[src/rtl/nr_pkg.sv]
// Shared constants, FSM state type and multiply op table for the Jacobian multiply scheduler.
package nr_pkg;

    localparam logic [31:0] FP_ONE_NEG = 32'hbf800000;
    localparam logic [31:0] FP_EIGHT   = 32'h41000000;
    localparam logic [31:0] FP_N1250   = 32'hc49c4000;
    localparam logic [31:0] FP_TWO     = 32'h40000000;
    localparam logic [31:0] FP_56P2    = 32'h4260cccd;
    localparam logic [31:0] FP_THREE   = 32'h40400000;
    localparam logic [31:0] FP_NINE    = 32'h41100000;
    localparam logic [31:0] FP_TWENTY  = 32'h41a00000;

    localparam int NUM_OPS = 6;
    localparam int NUM_J   = 12;

    typedef enum logic [1:0] {
        StIdle,
        StIssue,
        StWait,
        StDone
    } state_e;

    typedef enum logic [1:0] {
        XSel0,
        XSel1,
        XSel2
    } xsel_e;

    typedef struct packed {
        logic [31:0] cval;
        xsel_e       xsel;
        logic [3:0]  slot;
    } op_t;

    function automatic op_t op_entry(input logic [2:0] idx);
        op_t op;
        case (idx)
            3'd0:    op = '{cval: FP_ONE_NEG, xsel: XSel1, slot: 4'd2};
            3'd1:    op = '{cval: FP_EIGHT,   xsel: XSel0, slot: 4'd3};
            3'd2:    op = '{cval: FP_N1250,   xsel: XSel1, slot: 4'd4};
            3'd3:    op = '{cval: FP_TWO,     xsel: XSel1, slot: 4'd7};
            3'd4:    op = '{cval: FP_56P2,    xsel: XSel2, slot: 4'd10};
            default: op = '{cval: FP_56P2,    xsel: XSel1, slot: 4'd11};
        endcase
        return op;
    endfunction

endpackage

[src/rtl/jacobian_mul_sched.sv]
// Issues the six variable Jacobian products to one shared fp32 multiplier and publishes J0..J11
// atomically. MUL_TIMEOUT_EN adds a per-product watchdog (TIMEOUT cycles) with a sticky err flag.
module jacobian_mul_sched
  import nr_pkg::*;
#(
  parameter int unsigned TIMEOUT = 64
) (
  input  logic        clk,
  input  logic        rst,
  input  logic        start,
  input  logic [31:0] x0,
  input  logic [31:0] x1,
  input  logic [31:0] x2,
  output logic        busy,
  output logic        done,
  output logic        err,
  output logic        mul_go,
  output logic [31:0] mul_a,
  output logic [31:0] mul_b,
  input  logic [31:0] mul_p,
  input  logic        mul_stb,
  output logic [31:0] J0,
  output logic [31:0] J1,
  output logic [31:0] J2,
  output logic [31:0] J3,
  output logic [31:0] J4,
  output logic [31:0] J5,
  output logic [31:0] J6,
  output logic [31:0] J7,
  output logic [31:0] J8,
  output logic [31:0] J9,
  output logic [31:0] J10,
  output logic [31:0] J11
);

  state_e state_q, state_d;
  logic [2:0] idx_q, idx_d;
  logic [31:0] x0_q, x1_q, x2_q;
  logic [31:0] a_q, a_d, b_q, b_d;
  logic [NUM_OPS-1:0][31:0] sh_q, sh_d;
  logic [NUM_J-1:0][31:0] j_q, j_d;
  logic [31:0] xc0, xc1, xc2;
  logic accept, load_op, capture, finish, abort;
  op_t nxt_op, fin_op;

  assign accept = (state_q == StIdle) && start;

  // The first operand pair is built from the live inputs since x is latched on the same edge.
  assign xc0 = (state_q == StIdle) ? x0 : x0_q;
  assign xc1 = (state_q == StIdle) ? x1 : x1_q;
  assign xc2 = (state_q == StIdle) ? x2 : x2_q;

`ifdef MUL_TIMEOUT_EN
  localparam int unsigned CntW = $clog2(TIMEOUT + 1);
  logic [CntW-1:0] cnt_q;
  logic tmo_hit;
  logic err_q;

  assign tmo_hit = 32'(cnt_q) >= TIMEOUT;
  assign err     = err_q;

  always_ff @(posedge clk) begin
    if (rst) begin
      cnt_q <= '0;
      err_q <= 1'b0;
    end else begin
      if (state_q == StIssue) begin
        cnt_q <= CntW'(1);
      end else if (state_q == StWait && !mul_stb && !tmo_hit) begin
        cnt_q <= cnt_q + CntW'(1);
      end
      if (accept) begin
        err_q <= 1'b0;
      end else if (abort) begin
        err_q <= 1'b1;
      end
    end
  end
`else
  assign err = 1'b0;
`endif

  always_comb begin
    state_d = state_q;
    idx_d   = idx_q;
    load_op = 1'b0;
    capture = 1'b0;
    finish  = 1'b0;
    abort   = 1'b0;
    unique case (state_q)
      StIdle: begin
        if (start) begin
          state_d = StIssue;
          idx_d   = 3'd0;
          load_op = 1'b1;
        end
      end
      StIssue: state_d = StWait;
      StWait: begin
        if (mul_stb) begin
          capture = 1'b1;
          if (idx_q == 3'(NUM_OPS - 1)) begin
            state_d = StDone;
            finish  = 1'b1;
          end else begin
            state_d = StIssue;
            idx_d   = idx_q + 3'd1;
            load_op = 1'b1;
          end
        end
`ifdef MUL_TIMEOUT_EN
        else if (tmo_hit) begin
          state_d = StIdle;
          abort   = 1'b1;
        end
`endif
      end
      StDone: state_d = StIdle;
      default: state_d = StIdle;
    endcase
  end

  always_comb begin
    nxt_op = op_entry(idx_d);
    a_d    = a_q;
    b_d    = b_q;
    if (load_op) begin
      a_d = nxt_op.cval;
      case (nxt_op.xsel)
        XSel0:   b_d = xc0;
        XSel1:   b_d = xc1;
        default: b_d = xc2;
      endcase
    end
  end

  always_comb begin
    sh_d = sh_q;
    if (capture) begin
      sh_d[idx_q] = mul_p;
    end
  end

  // The last product comes straight from sh_d so the whole set lands on the done edge.
  always_comb begin
    j_d    = j_q;
    fin_op = op_entry(3'd0);
    if (finish) begin
      j_d[0] = FP_THREE;
      j_d[1] = x2_q;
      j_d[5] = FP_TWO;
      j_d[6] = FP_NINE;
      j_d[8] = FP_TWENTY;
      j_d[9] = FP_ONE_NEG;
      for (int i = 0; i < NUM_OPS; i++) begin
        fin_op = op_entry(3'(i));
        j_d[fin_op.slot] = sh_d[i];
      end
    end
  end

  always_ff @(posedge clk) begin
    if (rst) begin
      state_q <= StIdle;
      idx_q   <= 3'd0;
      x0_q    <= '0;
      x1_q    <= '0;
      x2_q    <= '0;
      a_q     <= '0;
      b_q     <= '0;
      sh_q    <= '0;
      j_q     <= '0;
    end else begin
      state_q <= state_d;
      idx_q   <= idx_d;
      a_q     <= a_d;
      b_q     <= b_d;
      sh_q    <= sh_d;
      j_q     <= j_d;
      if (accept) begin
        x0_q <= x0;
        x1_q <= x1;
        x2_q <= x2;
      end
    end
  end

  assign busy   = (state_q != StIdle);
  assign done   = (state_q == StDone);
  assign mul_go = (state_q == StIssue);
  assign mul_a  = a_q;
  assign mul_b  = b_q;

  assign J0  = j_q[0];
  assign J1  = j_q[1];
  assign J2  = j_q[2];
  assign J3  = j_q[3];
  assign J4  = j_q[4];
  assign J5  = j_q[5];
  assign J6  = j_q[6];
  assign J7  = j_q[7];
  assign J8  = j_q[8];
  assign J9  = j_q[9];
  assign J10 = j_q[10];
  assign J11 = j_q[11];

endmodule

[config.mk]
export PLATFORM = sky130hd
export DESIGN_NAME = jacobian_mul_sched
export DESIGN_NICKNAME = d
export VERILOG_FILES = /design/src/rtl/nr_pkg.sv /design/src/rtl/jacobian_mul_sched.sv
export SDC_FILE = /design/constraint.sdc
export NUM_CORES = 1
export LEC_CHECK = 0
export ABC_AREA = 1
export BUFFER_PORTS_ARGS = -buffer_cell sky130_fd_sc_hd__buf_2
export CORE_AREA = 2 2 228 230
export DETAILED_ROUTE_END_ITERATION = 16
export DIE_AREA = 0 0 230 232
export PLACE_DENSITY = 0.8
export SLEW_MARGIN = 20
export SYNTH_ARGS = -nofsm -noshare
export SYNTH_HDL_FRONTEND = slang
export SYNTH_SLANG_ARGS = --single-unit
[constraint.sdc]
create_clock -name clk -period 2.2 [get_ports clk]
set_clock_uncertainty 0.1 [all_clocks]
set_input_delay 0.22 -clock clk [delete_from_list [all_inputs] [get_ports clk]]
set_output_delay 0.22 -clock clk [all_outputs]
set_load 0.02 [all_outputs]
==> run summary <==
The share of the Yosys chip area taken by registers is between 40% and 50%. The slew at the pin with the worst max-slew slack is 0.6391 ns. The routability-driven placement congestion ratio came out at between 0.9 and 1. The storage element area came out at 11180 um^2. The share of flip-flops with an asynchronous set or reset is 0%. The worst setup path is launched from a register. The number of fill cells is roughly 4500.

The number of buffers added by the clock tree synthesis step is 56. The static power due to leakage came out at 14.37 nW. The first detailed-routing pass took 8 iterations. The count of buffers inserted at the top-level ports came out at between 400 and 500.

The mapped cell area came out at roughly 23000 um^2. The xor-xnor portion of the synthesized cell area came out at 0%. Along the worst path, the maximum fanout reaches 34.

After synthesis, the largest family of logic cells by area is compound AO/OA/AOI/OAI gates. The cell area after layout came out at about 29000 um^2. The number of nets at the end of the flow is 3568. The post-synthesis share of cell area spent on and, or, nand and nor gates is between 10% and 20%.

After synthesis, the cell types taking the most area are sky130_fd_sc_hd__dfxtp_1 (49%), sky130_fd_sc_hd__nor2_1 (8.9%), sky130_fd_sc_hd__o211ai_1 (7.2%), sky130_fd_sc_hd__nand2_1 (6.2%), sky130_fd_sc_hd__buf_4 (6.1%). The signal on the critical path passes through nor2_4 -> buf_12 -> inv_6 -> buf_12 -> buf_2. The part of the total power dissipated in the clock network came out at a little over two fifths. The clock tree buffer depth is 3. The initial antenna violation count is 10. The count of distinct cell types in the synthesized netlist is 27.

The max capacitance violation total came out at 0. The total routing resource utilization after global routing came out at between 20% and 30%. The fraction of layout cells with a size suffix above 1 is between 10% and 20%. The post-route minimum period came out at 2.117 ns. The final-report hold violation count was 0. After detailed routing, the average wire length per cell comes to 17.93 um. Summed over all instances, the cell type with the most area after synthesis is sky130_fd_sc_hd__dfxtp_1. The combinational share of power came out at between 10% and 20%. The number of warnings issued by yosys is 0. The cell count after synthesis is about 3000. The first-pass GRT wire length came out at between 100000 and 150000 um. The total area of multi-input combinational cells is between 8000 and 9000 um^2. Clock tree synthesis selected as its root buffer the cell sky130_fd_sc_hd__clkbuf_16. The via count of the first global-routing pass came out at about 19000. The achievable clock frequency is approximately 470 MHz. Once the floorplan was initialized, standard cells occupied between 40% and 50% of the core. The critical path contains buffers and inverters numbering 4 combined.

TritonCTS built the clock tree. In this design, the critical path's most frequently occurring cell is sky130_fd_sc_hd__buf_12. The count of antenna-violating nets left after detailed routing came out at 0.

The number of rows in the core area came out at 83. The H-tree depth reported by CTS came out at 2. The switching power total is about 6.1 mW. Sorting the synthesized cells by how often they occur yields sky130_fd_sc_hd__dfxtp_1 (558), sky130_fd_sc_hd__nor2_1 (541), sky130_fd_sc_hd__nand2_1 (380). For the worst-skew pair, the clock arrives at the later sink with an insertion delay of ~0.64 ns. The cell internal power dissipation is 16.75 mW. The final max-slew violation count is 0. The final setup violation count came out at 0. The data required time at the worst endpoint is around 1.9 ns.

The register bit total from synthesis is around 560. The number of vias in the routed layout came out at roughly 21000. The DRC violations left is 0. The area inside the core boundary is about 50000 um^2. On the critical path, the stage with the largest delay is an instance of sky130_fd_sc_hd__dfxtp_4. The worst setup path is captured at an output pin. Summed over all nets, the half-perimeter wirelength after detailed placement is ~50000 um.

For this run, the leading register cell type out of synthesis is sky130_fd_sc_hd__dfxtp_1. The area of placed instances came out at ~25000 um^2. The initial DRC count came out at around 2300. The average instance area after synthesis is 7.612 um^2. For this run the aggregate overflow at the end of global routing stands at 0. The chip height came out at ~230 um. Using the TritonRoute via totals, the vias-per-cell ratio works out to about 5.2. The die span in x came out at roughly 230 um. The area fraction of the dominant cell type after synthesis came out at around 50%.

The worst supply voltage drop on vdd came out at between 0.7 and 0.8 mV. The flow ran to the end, and the final reports show no timing, DRC or antenna violations. The clock sink count is approximately 560. The final worst-path cycle share came out at a little over nine tenths. The fraction of the core area covered by cells at the end of the flow came out at a little under three fifths. The clock-pin slew on the worst setup and hold paths is ~0.060 ns. On the critical path the largest part of the delay comes from buffers and inverters. The layout-stage area growth over the synthesis result came out at 24.60%. The floorplan die area is around 53000 um^2. The share of synthesized area spent on multiplexers came out at 0%. The arithmetic-cell share of the synthesized area counting full adders, half adders and majority gates is less than 1%. The fraction of the mapped netlist area in compound gates is 18.97%. The most common cell in the synthesized netlist is sky130_fd_sc_hd__dfxtp_1. The classification of the worst-slack hold path is input port to register.

The pin count of the biggest net entering global routing is between 100 and 150. The total I/O pin count came out at roughly 580. The critical path in this run is classified as register to output pin.

The switching fraction of total power came out at 26.73%. Sequential cells burn a little under half of the power. The number of synthesized flops with an enable pin is 0.

The detailed-route wire length came out at 74740 um. The critical path's largest stage delay is between 0.3 and 0.4 ns. Dividing total power by cell area gives a power density of around 800 nW/um^2. The data arrival time of the worst path came out at 1.80 ns. The relative slew slack is a little under three fifths.
worst reg2reg max path: cells and delay by family, from the launching register on:
kind	cells	cell delay, ns
AOI/OAI and AO/OA	3	0.44
adders and majority gates	1	0.18
buffers and inverters	5	0.57
DFF	1	0.33
and+or+nand+nor	4	0.36
final cells by class:
class                      count  share of cell area (%)
tap                          680                   2.982
multi-input combinational   1869                   31.34
sequential                   558                   39.19
clock inverter                17                  0.8553
clock buffer                  84                   5.807
antenna                       11                 0.09649
timing repair buffer         610                   15.21
inverter                     339                   4.522
registers in the layout (all words and copies together), names as in the netlist:
| name | count |
|---|---|
| x1_q | 32 |
| x0_q | 32 |
| J4 | 32 |
| x2_q | 32 |
| mul_b | 32 |
| J10 | 32 |
| sh_q | 192 |
| J7 | 32 |
| J11 | 32 |
| J0 | 1 |
| J1 | 32 |
| J3 | 32 |
| mul_a | 8 |
| J2 | 32 |
| idx_q | 3 |
| state_q | 2 |
layer usage:
| layer | GRT usage (%) | vias to the layer above | wire length, um |
|---|---|---|---|
| li1 | - | 10210 | - |
| met1 | 35.01 | 9827 | 30640 |
| met2 | 39.65 | 1179 | 32720 |
| met3 | 5.010 | 263 | 7064 |
| met4 | 14.44 | 0 | 4322 |
| met5 | 0 | - | 0 |
kinds of logic after synthesis:
logic type      after synthesis
buf+inv                     732
compound gates              724
simple gates                991
fa+ha+maj                     2
flops                       558
other cells                   1
per-stage QoR:
step	total power, mW	hold slack [ns]	worst slack [ns]	TNS, ns	std cells
CTS	22.79	0.003313	0.02428	0	4141
global route	23.57	0.05121	-0.01839	-0.03899	4167
global placement	12.91	0.3458	0.07699	0	3938
finish	22.87	0.04745	0.08303	0	4168
detailed placement	12.94	0.3459	0.001763	0	3938
floorplan	12.34	0.2683	0.1717	0	3159
repair_timing:
item                                   in CTS  in global routing
hold buffers                              100                  0
endpoints found under the hold margin     138                  0
gates cloned                                1                  9
buffers inserted                            1                  7
pin swaps                                   1                  9
setup endpoints to repair                   2                 37
gates resized for setup                     3                 43
cells in the final DEF (no fill, tap or decap), types with 3 or more instances in the layout:
master	count
sky130_fd_sc_hd__dfxtp_2	4
sky130_fd_sc_hd__dfxtp_1	553
sky130_fd_sc_hd__buf_4	32
sky130_fd_sc_hd__a21oi_1	259
sky130_fd_sc_hd__dlygate4sd3_1	100
sky130_fd_sc_hd__clkbuf_16	62
sky130_fd_sc_hd__nand3_1	57
sky130_fd_sc_hd__inv_2	3
sky130_fd_sc_hd__clkinv_2	9
sky130_fd_sc_hd__nand3_2	3
sky130_fd_sc_hd__buf_6	6
sky130_fd_sc_hd__o21ai_0	167
sky130_fd_sc_hd__clkinv_16	3
sky130_fd_sc_hd__nor2_4	4
sky130_fd_sc_hd__a211oi_1	64
sky130_fd_sc_hd__bufinv_16	3
sky130_fd_sc_hd__clkbuf_8	16
sky130_fd_sc_hd__nor2_1	539
sky130_fd_sc_hd__inv_1	332
sky130_fd_sc_hd__o211ai_1	219
sky130_fd_sc_hd__diode_2	11
sky130_fd_sc_hd__a21oi_2	5
sky130_fd_sc_hd__buf_2	430
sky130_fd_sc_hd__o21ai_2	5
sky130_fd_sc_hd__nand2_2	15
sky130_fd_sc_hd__nor2_2	3
sky130_fd_sc_hd__conb_1	152
sky130_fd_sc_hd__nand2_4	3
sky130_fd_sc_hd__clkbuf_1	13
sky130_fd_sc_hd__nand2_1	366
sky130_fd_sc_hd__buf_12	34
path summary, 6_finish.rpt:
check / start / end / slack, ns / cells after the start
max: state_q[1] / busy / 0.08 / 5
min: mul_p[4] / sh_q[100] / 0.05 / 5
min reg2reg: x1_q[0] / x1_q[0] / 0.36 / 2
max reg2reg: idx_q[1] / mul_b[8] / 0.08 / 13
power by group through the flow:
stage                     registers [mW]  logic [mW]  clock network, mW
after global placement              10.7        2.17                  0
after floorplan                     10.8        1.54                  0
after CTS                           10.5        2.39               9.88
after detailed placement            10.7        2.19                  0
final                               10.5        2.58               9.75
after global routing                10.5        2.76               10.3
(Power assumes the default switching activity.)
